$ cat src/rtl/pipeline_types_pkg.sv
// Shared pipeline types for the fetch stage: FSM states, IF/ID latch
// layout and the canonical nop encoding.
package pipeline_types_pkg;

    typedef enum logic {
        RUN    = 1'b0,
        HALTED = 1'b1
    } fetch_state_t;

    typedef struct packed {
        logic [31:0] instr;
        logic [31:0] npc;
        logic        valid;
    } ifid_t;

    localparam logic [31:0] NOP_INSTR = 32'h0000_0000;

    // An empty IF/ID slot: nop instruction, zero npc, not valid.
    function automatic ifid_t ifid_bubble();
        ifid_t b;
        b.instr = NOP_INSTR;
        b.npc   = 32'h0000_0000;
        b.valid = 1'b0;
        return b;
    endfunction

endpackage

$ cat src/rtl/fetch_stage_if.sv
// Instruction-cache request/response bundle between the fetch stage
// (master) and the icache (slave).
interface fetch_stage_if;
    logic        iREN;
    logic [31:0] imemaddr;
    logic        ihit;
    logic [31:0] imemload;

    modport master (
        output iREN,
        output imemaddr,
        input  ihit,
        input  imemload
    );

    modport slave (
        input  iREN,
        input  imemaddr,
        output ihit,
        output imemload
    );
endinterface

$ cat src/rtl/fetch_prefetch_buf.sv
// One-entry prefetch buffer holding a fetched {instr, npc, valid} while
// decode is stalled. Clear and drain both empty it; load fills it.
import pipeline_types_pkg::*;

module fetch_prefetch_buf (
    input  logic  clk,
    input  logic  srst,
    input  logic  load,
    input  logic  drain,
    input  logic  clear,
    input  ifid_t load_data,
    output ifid_t data,
    output logic  valid
);
    ifid_t entry_reg;

    // Entry register: clears dominate, then capture, then drain.
    always_ff @(posedge clk) begin
        if (srst || clear) begin
            entry_reg <= ifid_bubble();
        end else if (load) begin
            entry_reg <= load_data;
        end else if (drain) begin
            entry_reg <= ifid_bubble();
        end
    end

    assign data  = entry_reg;
    assign valid = entry_reg.valid;
endmodule

$ cat src/rtl/fetch_stage.sv
// Instruction-fetch stage: PC register, icache request, IF/ID latch,
// stall/redirect/halt handling.
// Optional feature macro: FETCH_PREFETCH_EN adds a one-entry prefetch
// buffer that keeps fetching while decode is stalled.
import pipeline_types_pkg::*;

module fetch_stage #(
    parameter logic [31:0] PC_INIT = 32'h0000_0000
) (
    input  logic               CLK,
    input  logic               RST,
    fetch_stage_if.master      imem,
    input  logic               stall_if,
    input  logic               redirect,
    input  logic [31:0]        redirect_addr,
    input  logic               halt_dec,
    output logic [31:0]        ifid_instr,
    output logic [31:0]        ifid_npc,
    output logic               ifid_valid,
    output logic               halted
);
    fetch_state_t state_reg, state_next;
    logic [31:0]  pc_reg, pc_next;
    ifid_t        ifid_reg, ifid_next;
    logic [31:0]  pc_plus4;
    logic         iren;
    logic         buf_valid;
    logic         buf_load;
    logic         buf_drain;
    logic         buf_clear;
    ifid_t        fetched;

    assign pc_plus4 = pc_reg + 32'd4;

    assign fetched.instr = imem.imemload;
    assign fetched.npc   = pc_plus4;
    assign fetched.valid = 1'b1;

`ifdef FETCH_PREFETCH_EN
    ifid_t buf_data;

    fetch_prefetch_buf u_prefetch_buf (
        .clk       (CLK),
        .srst      (RST),
        .load      (buf_load),
        .drain     (buf_drain),
        .clear     (buf_clear),
        .load_data (fetched),
        .data      (buf_data),
        .valid     (buf_valid)
    );

    // Keep requesting during a stall until the buffer is full.
    assign iren = (state_reg == RUN) && !RST && !buf_valid;
`else
    assign buf_valid = 1'b0;

    // No place to park a fetch, so a stall suppresses the request.
    assign iren = (state_reg == RUN) && !RST && !stall_if;
`endif

    assign imem.iREN     = iren;
    assign imem.imemaddr = pc_reg;

    // State, PC and IF/ID registers.
    always_ff @(posedge CLK) begin
        if (RST) begin
            state_reg <= RUN;
            pc_reg    <= PC_INIT;
            ifid_reg  <= ifid_bubble();
        end else begin
            state_reg <= state_next;
            pc_reg    <= pc_next;
            ifid_reg  <= ifid_next;
        end
    end

    // Next-state logic in descending priority: redirect, halt, stall,
    // buffer drain, normal fetch, bubble.
    always_comb begin
        state_next = state_reg;
        pc_next    = pc_reg;
        ifid_next  = ifid_reg;
        buf_load   = 1'b0;
        buf_drain  = 1'b0;
        buf_clear  = 1'b0;
        if (state_reg == HALTED) begin
            ifid_next = ifid_bubble();
        end else if (redirect) begin
            pc_next   = redirect_addr & 32'hFFFF_FFFC;
            ifid_next = ifid_bubble();
            buf_clear = 1'b1;
        end else if (halt_dec) begin
            state_next = HALTED;
            ifid_next  = ifid_bubble();
            buf_clear  = 1'b1;
        end else if (stall_if) begin
            // IF/ID holds; a prefetch may still park one word.
            if (imem.ihit && iren) begin
                buf_load = 1'b1;
                pc_next  = pc_plus4;
            end
        end else if (buf_valid) begin
`ifdef FETCH_PREFETCH_EN
            ifid_next = buf_data;
`endif
            buf_drain = 1'b1;
        end else if (imem.ihit && iren) begin
            ifid_next = fetched;
            pc_next   = pc_plus4;
        end else begin
            ifid_next = ifid_bubble();
        end
    end

    assign ifid_instr = ifid_reg.instr;
    assign ifid_npc   = ifid_reg.npc;
    assign ifid_valid = ifid_reg.valid;
    assign halted     = (state_reg == HALTED);
endmodule

$ cat src/flat_wrapper.sv
// flat-port wrapper written by rule: the top's interface ports become plain ports
module fetch_stage_flat 
#(
    parameter logic [31:0] PC_INIT = 32'h0000_0000
)
  (CLK, RST, stall_if, redirect, redirect_addr, halt_dec, ifid_instr, ifid_npc, ifid_valid, halted, imem_iREN, imem_imemaddr, imem_ihit, imem_imemload);
  fetch_stage_if imem_i ();
  input  logic CLK;
  input  logic RST;
  input  logic stall_if;
  input  logic redirect;
  input  logic [31:0] redirect_addr;
  input  logic halt_dec;
  output logic [31:0] ifid_instr;
  output logic [31:0] ifid_npc;
  output logic ifid_valid;
  output logic halted;
  output wire logic [$bits(imem_i.iREN)-1:0] imem_iREN;
  output wire logic [$bits(imem_i.imemaddr)-1:0] imem_imemaddr;
  input wire logic [$bits(imem_i.ihit)-1:0] imem_ihit;
  input wire logic [$bits(imem_i.imemload)-1:0] imem_imemload;
  assign imem_iREN = imem_i.iREN;
  assign imem_imemaddr = imem_i.imemaddr;
  assign imem_i.ihit = imem_ihit;
  assign imem_i.imemload = imem_imemload;
  fetch_stage #(.PC_INIT(PC_INIT)) u_core (.CLK(CLK), .RST(RST), .imem(imem_i), .stall_if(stall_if), .redirect(redirect), .redirect_addr(redirect_addr), .halt_dec(halt_dec), .ifid_instr(ifid_instr), .ifid_npc(ifid_npc), .ifid_valid(ifid_valid), .halted(halted));
endmodule
$ cat config.mk
export PLATFORM = sky130hd
export DESIGN_NAME = fetch_stage_flat
export DESIGN_NICKNAME = d
export VERILOG_FILES = /design/src/rtl/pipeline_types_pkg.sv /design/src/rtl/fetch_stage_if.sv /design/src/rtl/fetch_prefetch_buf.sv /design/src/rtl/fetch_stage.sv /design/src/flat_wrapper.sv
export SDC_FILE = /design/constraint.sdc
export NUM_CORES = 1
export LEC_CHECK = 0
export CAP_MARGIN = 20
export CORE_MARGIN = 2
export CORE_UTILIZATION = 43
export CTS_BUF_LIST = sky130_fd_sc_hd__clkbuf_16
export DETAILED_ROUTE_END_ITERATION = 10
export PLACE_DENSITY = 0.8
export REMOVE_ABC_BUFFERS = 1
export SLEW_MARGIN = 15
export SYNTH_ARGS = -nofsm -noshare
export SYNTH_HDL_FRONTEND = slang
export SYNTH_SLANG_ARGS = --single-unit
$ cat constraint.sdc
create_clock -name CLK -period 2.8 [get_ports CLK]
set_clock_uncertainty 0.2 [all_clocks]
set_input_delay 0.42 -clock CLK [delete_from_list [all_inputs] [get_ports CLK]]
set_output_delay 0.42 -clock CLK [all_outputs]
set_load 0.01 [all_outputs]
==> results.toml, run 1 <==
[clock_tree]
clock_buffer_count_from_cts = 9
cts_setup_buffers = 0
cts_repair_resize_count = 0
clock_tree.htree_level_count = 3
clock_tree.buffer_depth = 2
clk_latency_ns = 0.33
cts-hold-fix-buffers = 0
clkTransAtPathRegs_ns = 0.07
cts_sinks = 95
clock_tree.root_cell = "sky130_fd_sc_hd__clkbuf_16"
tritoncts = "built"

[grt]
grt.total_usage_pct = 23.3
global_route_wire_length_before_repair_mm = 19.3
antenna_violations_before_repair = 0
vias_in_the_first_global_route = 3947
grt_overflow = 0
grt_start_max_net_pins = 52

[placed_design]
placedCellCount = 752
dpl.hpwl_mm = 9.46
routabilityCongestion = 0.897
number_of_port_buffers = 164

[drt]
vias_per_cell = 5.60
dr.first_iter.drc_count = 200
firstDrtPassIters = 5
routed_wl_mm = 12.9
remaining_drc_errors = 0
via_count = 4299
drtAntennaViolNets = 0
wire_per_inst_um = 16.7

[setup_path]
critPathArrivalTime_ns = 1.89
worstSetupStartpointType = "primary input"
req_time_crit_path_ns = 2.18
critical_path_class = "in -> out"
critical_path.max_fanout = 27
setup.worst_path.end_class = "output port"

[yosys]
seq_area_frac_synth_pct = 45.8
synthMostInstantiatedCell = "sky130_fd_sc_hd__dfxtp_1"
syn_inst = 477
synth-edff-count = 0
ys_ff_latch = 95
synth_common_cells = "sky130_fd_sc_hd__dfxtp_1, sky130_fd_sc_hd__nand2_1, sky130_fd_sc_hd__o21ai_0"
synth.largest_area_cell = "sky130_fd_sc_hd__dfxtp_1"
avgSynthCellArea_um2 = 8.70
synth-warning-count = 0
synth_ff_type = "sky130_fd_sc_hd__dfxtp_1"
synthDominantCellAreaShare_pct = 45.8
share_of_flip_flops_with_an_asynchronous_set_or_reset_pct = 0
post_synth_instance_area_mm2 = 0.00415
netlist_top_cells_area = "sky130_fd_sc_hd__dfxtp_1, sky130_fd_sc_hd__a22o_1, sky130_fd_sc_hd__o21ai_0"
synth_cell_type_count = 51

[timing]
rsz0062_at_grt = "no"
final.min_clock_period_ns = 2.51
maxSlewHeadroom_pct = 61.6
report.final.hold_viol_count = 0
fmax_mhz = 399
worstMarginPinSlew_ns = 0.568
maxSlewViolCount = 0
report.final.setup_viol = 0
timing.setup.tns_ns = 0
layout_worst_path_cycle_share_pct = 89.5

[die]
die_h_um = 102
chipWidth_um = 102
pin_count = 169
starting_density_pct = 44.7
core_area_mm2 = 0.00928
area_enclosed_by_the_die_boundary_mm2 = 0.0105
rows = 35

[power_and_ir_drop]
pwr_density_mw_per_mm2 = 480
ir_worst_vdd_v = 0.000275
leakagePower_uw = 0.00220

[final_layout]
antenna_cells_inserted = 0
final_cell_count_no_fill = 768
filler_cell_count = 765
final_nets = 705
layout-drive-gt1-share_pct = 6.26
synthToLayoutAreaGrowth_pct = 50.4
utilization_pct = 67.3

[min_path]
hold_path.class = "reg -> reg"

[job]
maxCapViolCount = 0

[outcome]
result_of_the_run = "complete, no violations"
[worst max-delay path, cell delays in order]
cell and delay [ns]:
sky130_fd_sc_hd__clkdlybuf4s50_1 0.46, sky130_fd_sc_hd__buf_4 0.27, sky130_fd_sc_hd__nor3_1 0.16, sky130_fd_sc_hd__clkdlybuf4s50_1 0.57
[cell usage in the layout (no fill, tap or decap), types with 4 or more instances in the layout]
cell type / instances
sky130_fd_sc_hd__o21ai_0: 45
sky130_fd_sc_hd__nand4_1: 12
sky130_fd_sc_hd__clkbuf_16: 9
sky130_fd_sc_hd__nand3_1: 16
sky130_fd_sc_hd__nand2_1: 55
sky130_fd_sc_hd__and3_1: 4
sky130_fd_sc_hd__a21oi_1: 17
sky130_fd_sc_hd__nor3_1: 20
sky130_fd_sc_hd__xor2_1: 8
sky130_fd_sc_hd__a21o_1: 7
sky130_fd_sc_hd__mux2i_1: 8
sky130_fd_sc_hd__dfxtp_1: 95
sky130_fd_sc_hd__buf_4: 16
sky130_fd_sc_hd__inv_1: 7
sky130_fd_sc_hd__a22o_1: 36
sky130_fd_sc_hd__o31ai_1: 4
sky130_fd_sc_hd__a31oi_1: 5
sky130_fd_sc_hd__nor4_1: 5
sky130_fd_sc_hd__nor2_1: 29
sky130_fd_sc_hd__or3_1: 7
sky130_fd_sc_hd__and4_1: 4
sky130_fd_sc_hd__clkdlybuf4s50_1: 163
sky130_fd_sc_hd__a22oi_1: 7
sky130_fd_sc_hd__xnor2_1: 17
[power by group]
part	switching [uW]	internal, uW	leakage (uW)
clock network	546	613	0.000136
logic	165	221	0.00129
registers	60.9	1390	0.000771
[layout make-up]
class / instances / area [um2] / share of cell area, %
Multi-Input combinational cell: 339 / 2060 / 33.0
Sequential cell: 95 / 1900 / 30.5
Timing Repair Buffer: 183 / 1820 / 29.1
Clock buffer: 9 / 225 / 3.61
Tap cell: 129 / 161 / 2.59
Clock inverter: 7 / 56.3 / 0.902
Inverter: 6 / 22.5 / 0.361
[per-layer routing]
metal  vias up  routed length, um  GRT usage [%]
met5         -                  0              0
met1      2046               5470           29.6
li1       2042                  -              -
met3        14               1100           5.54
met2       197               6110           39.6
met4         0                169           6.56
[path summary, 6_finish.rpt]
| check | endpoint | cells past startpoint | slack, ns | startpoint |
|---|---|---|---|---|
| max | imem_iREN | 4 | 0.29 | RST |
| min | u_core.ifid_valid | 2 | 0.25 | u_core.ifid_valid |
| max reg2reg | u_core.ifid_npc[28] | 6 | 0.32 | u_core.imem.imemaddr[2] |
| min reg2reg | u_core.ifid_valid | 2 | 0.25 | u_core.ifid_valid |
[state kept, by name, summed over array words and instances, names as in the netlist]
signal / cells
u_core.ifid_npc: 31
u_core.imem.imemaddr: 30
u_core.halted: 1
u_core.ifid_valid: 1
u_core.ifid_instr: 32
[cell families after synthesis]
family	share of synthesized area (%)
adders and majority gates	0.301
other	0.0903
muxes	1.93
xor gates and xnor gates	5.27
buffers and inverters	4.85
and+or+nand+nor	19.0
DFF	45.8
AOI/OAI and AO/OA	22.7
[through the flow]
| step | total power, uW | hold slack (ns) | instance area [um2] | worst slack, ns |
|---|---|---|---|---|
| floorplan | 1600 | 0.267 | 3980 | -0.257 |
| global placement | 1850 | 0.231 | 5960 | 0.121 |
| detailed placement | 1860 | 0.241 | 5960 | 0.0787 |
| CTS | 3010 | 0.252 | 6240 | 0.305 |
| global route | 3100 | 0.280 | 6240 | 0.148 |
| finish | 2990 | 0.249 | 6240 | 0.295 |
No activity file was read; power rests on OpenSTA's default activity.
==> run 2: changes to the inputs <==
- CORE_UTILIZATION: 43 -> 62
- DONT_BUFFER_PORTS: not set -> 1
- PLACE_DENSITY: 0.8 -> 0.78
==> run 2 against run 1 <==
Compared with the run above:
- sequential share of layout area is 12 points higher
- critical endpoint is now u_core.imem.imemaddr[31]
- non-clock buffer count fell by 165
- clock power shrank 3%
- the run now ends with design-rule violations left
- critical path depth rose by 1
- largest cell class unchanged
- die area shrank 30%
- register-to-register slack better by 0.05 ns
- global-route usage rose by 5.1 points
- flip-flop and latch count unchanged
- design area shrank 28%
- sequential power about the same
- largest power group unchanged
- critical path type is now reg -> reg
- total power decreased by 7.3%
==> results.toml, run 2 (synthesized netlist as in run 1, its figures left out) <==
[drt]
dr.first_iter.drc_count = 305
routed_wl_mm = 10.8
drtAntennaViolNets = 0
remaining_drc_errors = 15
via_count = 3621
firstDrtPassIters = 8
vias_per_cell = 6.57
wire_per_inst_um = 19.6

[grt]
vias_in_the_first_global_route = 3362
grt_util_met3_pct = 8.08
grt_start_max_net_pins = 51
antenna_violations_before_repair = 0
grt.total_usage_pct = 28.5
busiest_layer_in_global_routing = "met2"
met2_usage_pct = 48.4
global_route_wire_length_before_repair_mm = 16.9
grt_met1_usage_pct = 35.6
grt_overflow = 0

[outcome]
violations = "design-rule violations"
result_of_the_run = "finished with violations"

[setup_path]
worstSetupStartpointType = "flip-flop"
reg2reg_depth = 5
req_time_crit_path_ns = 2.85
critPathArrivalTime_ns = 2.48
setup.worst_path.end_class = "flip-flop"
critical_path_class = "reg -> reg"
critical_path.max_fanout = 7

[clock_tree]
clkTransAtPathRegs_ns = 0.07
clock_tree.root_cell = "sky130_fd_sc_hd__clkbuf_16"
cts_setup_buffers = 0
clock_tree.htree_level_count = 3
clock_buffer_count_from_cts = 9
clock_tree.buffer_depth = 2
clk_latency_ns = 0.33
cts_sinks = 95
tritoncts = "built"

[final_layout]
antenna_cells_inserted = 0
final_nets = 540
layout_commonest_cell = "sky130_fd_sc_hd__dfxtp_1"
layout-drive-gt1-share_pct = 7.81
synthToLayoutAreaGrowth_pct = 8.77
largest_register_ffs = 32
most-common-layout-cells = "sky130_fd_sc_hd__dfxtp_1, sky130_fd_sc_hd__nand2_1, sky130_fd_sc_hd__o21ai_0, sky130_fd_sc_hd__a22o_1, sky130_fd_sc_hd__nor2_1"
utilization_pct = 70.3

[power_and_ir_drop]
pwr_density_mw_per_mm2 = 615
leakagePower_uw = 0.00160
ir_worst_vdd_v = 0.000366

[min_path]
hold_path_depth = 1
hold_path.class = "in -> reg"

[timing]
maxSlewHeadroom_pct = 45.6
hold-worst-slack_ns = 0.0122
report.final.setup_viol = 0
fmax_mhz = 412
layout_worst_path_cycle_share_pct = 86.8
maxSlewViolCount = 0
final.min_clock_period_ns = 2.43
rsz0062_at_grt = "no"
report.final.hold_viol_count = 0
timing.setup.tns_ns = 0
worstMarginPinSlew_ns = 0.813

[die]
die_h_um = 85.8
pin_count = 169
rows = 29
chipWidth_um = 85.8
core_area_mm2 = 0.00642
starting_density_pct = 64.6
area_enclosed_by_the_die_boundary_mm2 = 0.00737

[placed_design]
number_of_port_buffers = 0
dpl.hpwl_mm = 7.53
routabilityCongestion = 0.833

[job]
maxCapViolCount = 0
-- run 2: final timing paths --
| path | endpoint | startpoint | slack [ns] |
|---|---|---|---|
| max | u_core.imem.imemaddr[31] | u_core.imem.imemaddr[17] | 0.37 |
| min | u_core.ifid_instr[13] | imem_imemload[13] | 0.01 |
| max reg2reg | u_core.imem.imemaddr[31] | u_core.imem.imemaddr[17] | 0.37 |
| min reg2reg | u_core.ifid_valid | u_core.ifid_valid | 0.29 |
-- run 2: cell type report --
type | count | area (um2)
tap | 77 | 96.3
clock inverter | 7 | 47.5
timing repair buffer | 18 | 163
fill | 512 | 1910
sequential | 95 | 1900
multi-input combinational | 339 | 2060
inverter | 6 | 22.5
clock buffer | 9 | 225
-- run 2: metrics by stage --
stage          setup WS [ns]  cell area, um2  total power [uW]  cells
2_1_floorplan         -0.257            3980              1600    440
3_3_place_gp           0.426            4230              1670    534
3_5_place_dp           0.387            4230              1670    534
4_1_cts                0.389            4520              2780    551
5_1_grt                0.138            4520              2860    551
6_report               0.371            4520              2780    551
-- run 2: layer usage --
metal / vias to the layer above / routed length, um
met1: 1679 / 4320
met4: 0 / 161
met3: 19 / 1120
li1: 1726 / -
met5: - / 0
met2: 197 / 5210
-- run 2: repair_timing --
item / in CTS / in global routing
resized for setup: 0 / 0
endpoints found under the hold margin: 19 / 0
hold buffers: 1 / 0
-- run 2: where the power goes --
part	leakage (uW)	switching (uW)	internal (uW)
combinational	0.000689	112	81.1
sequential	0.000771	68.2	1390
clock	0.000137	521	604
total	0.00160	701	2070
-- run 2: critical path, cell delays in order, from the launching register on --
cell and delay (ns):
sky130_fd_sc_hd__dfxtp_1 0.53, sky130_fd_sc_hd__nand4_1 0.31, sky130_fd_sc_hd__nor4_1 0.57, sky130_fd_sc_hd__nand4_1 0.29
sky130_fd_sc_hd__a21o_1 0.24, sky130_fd_sc_hd__a211oi_1 0.21
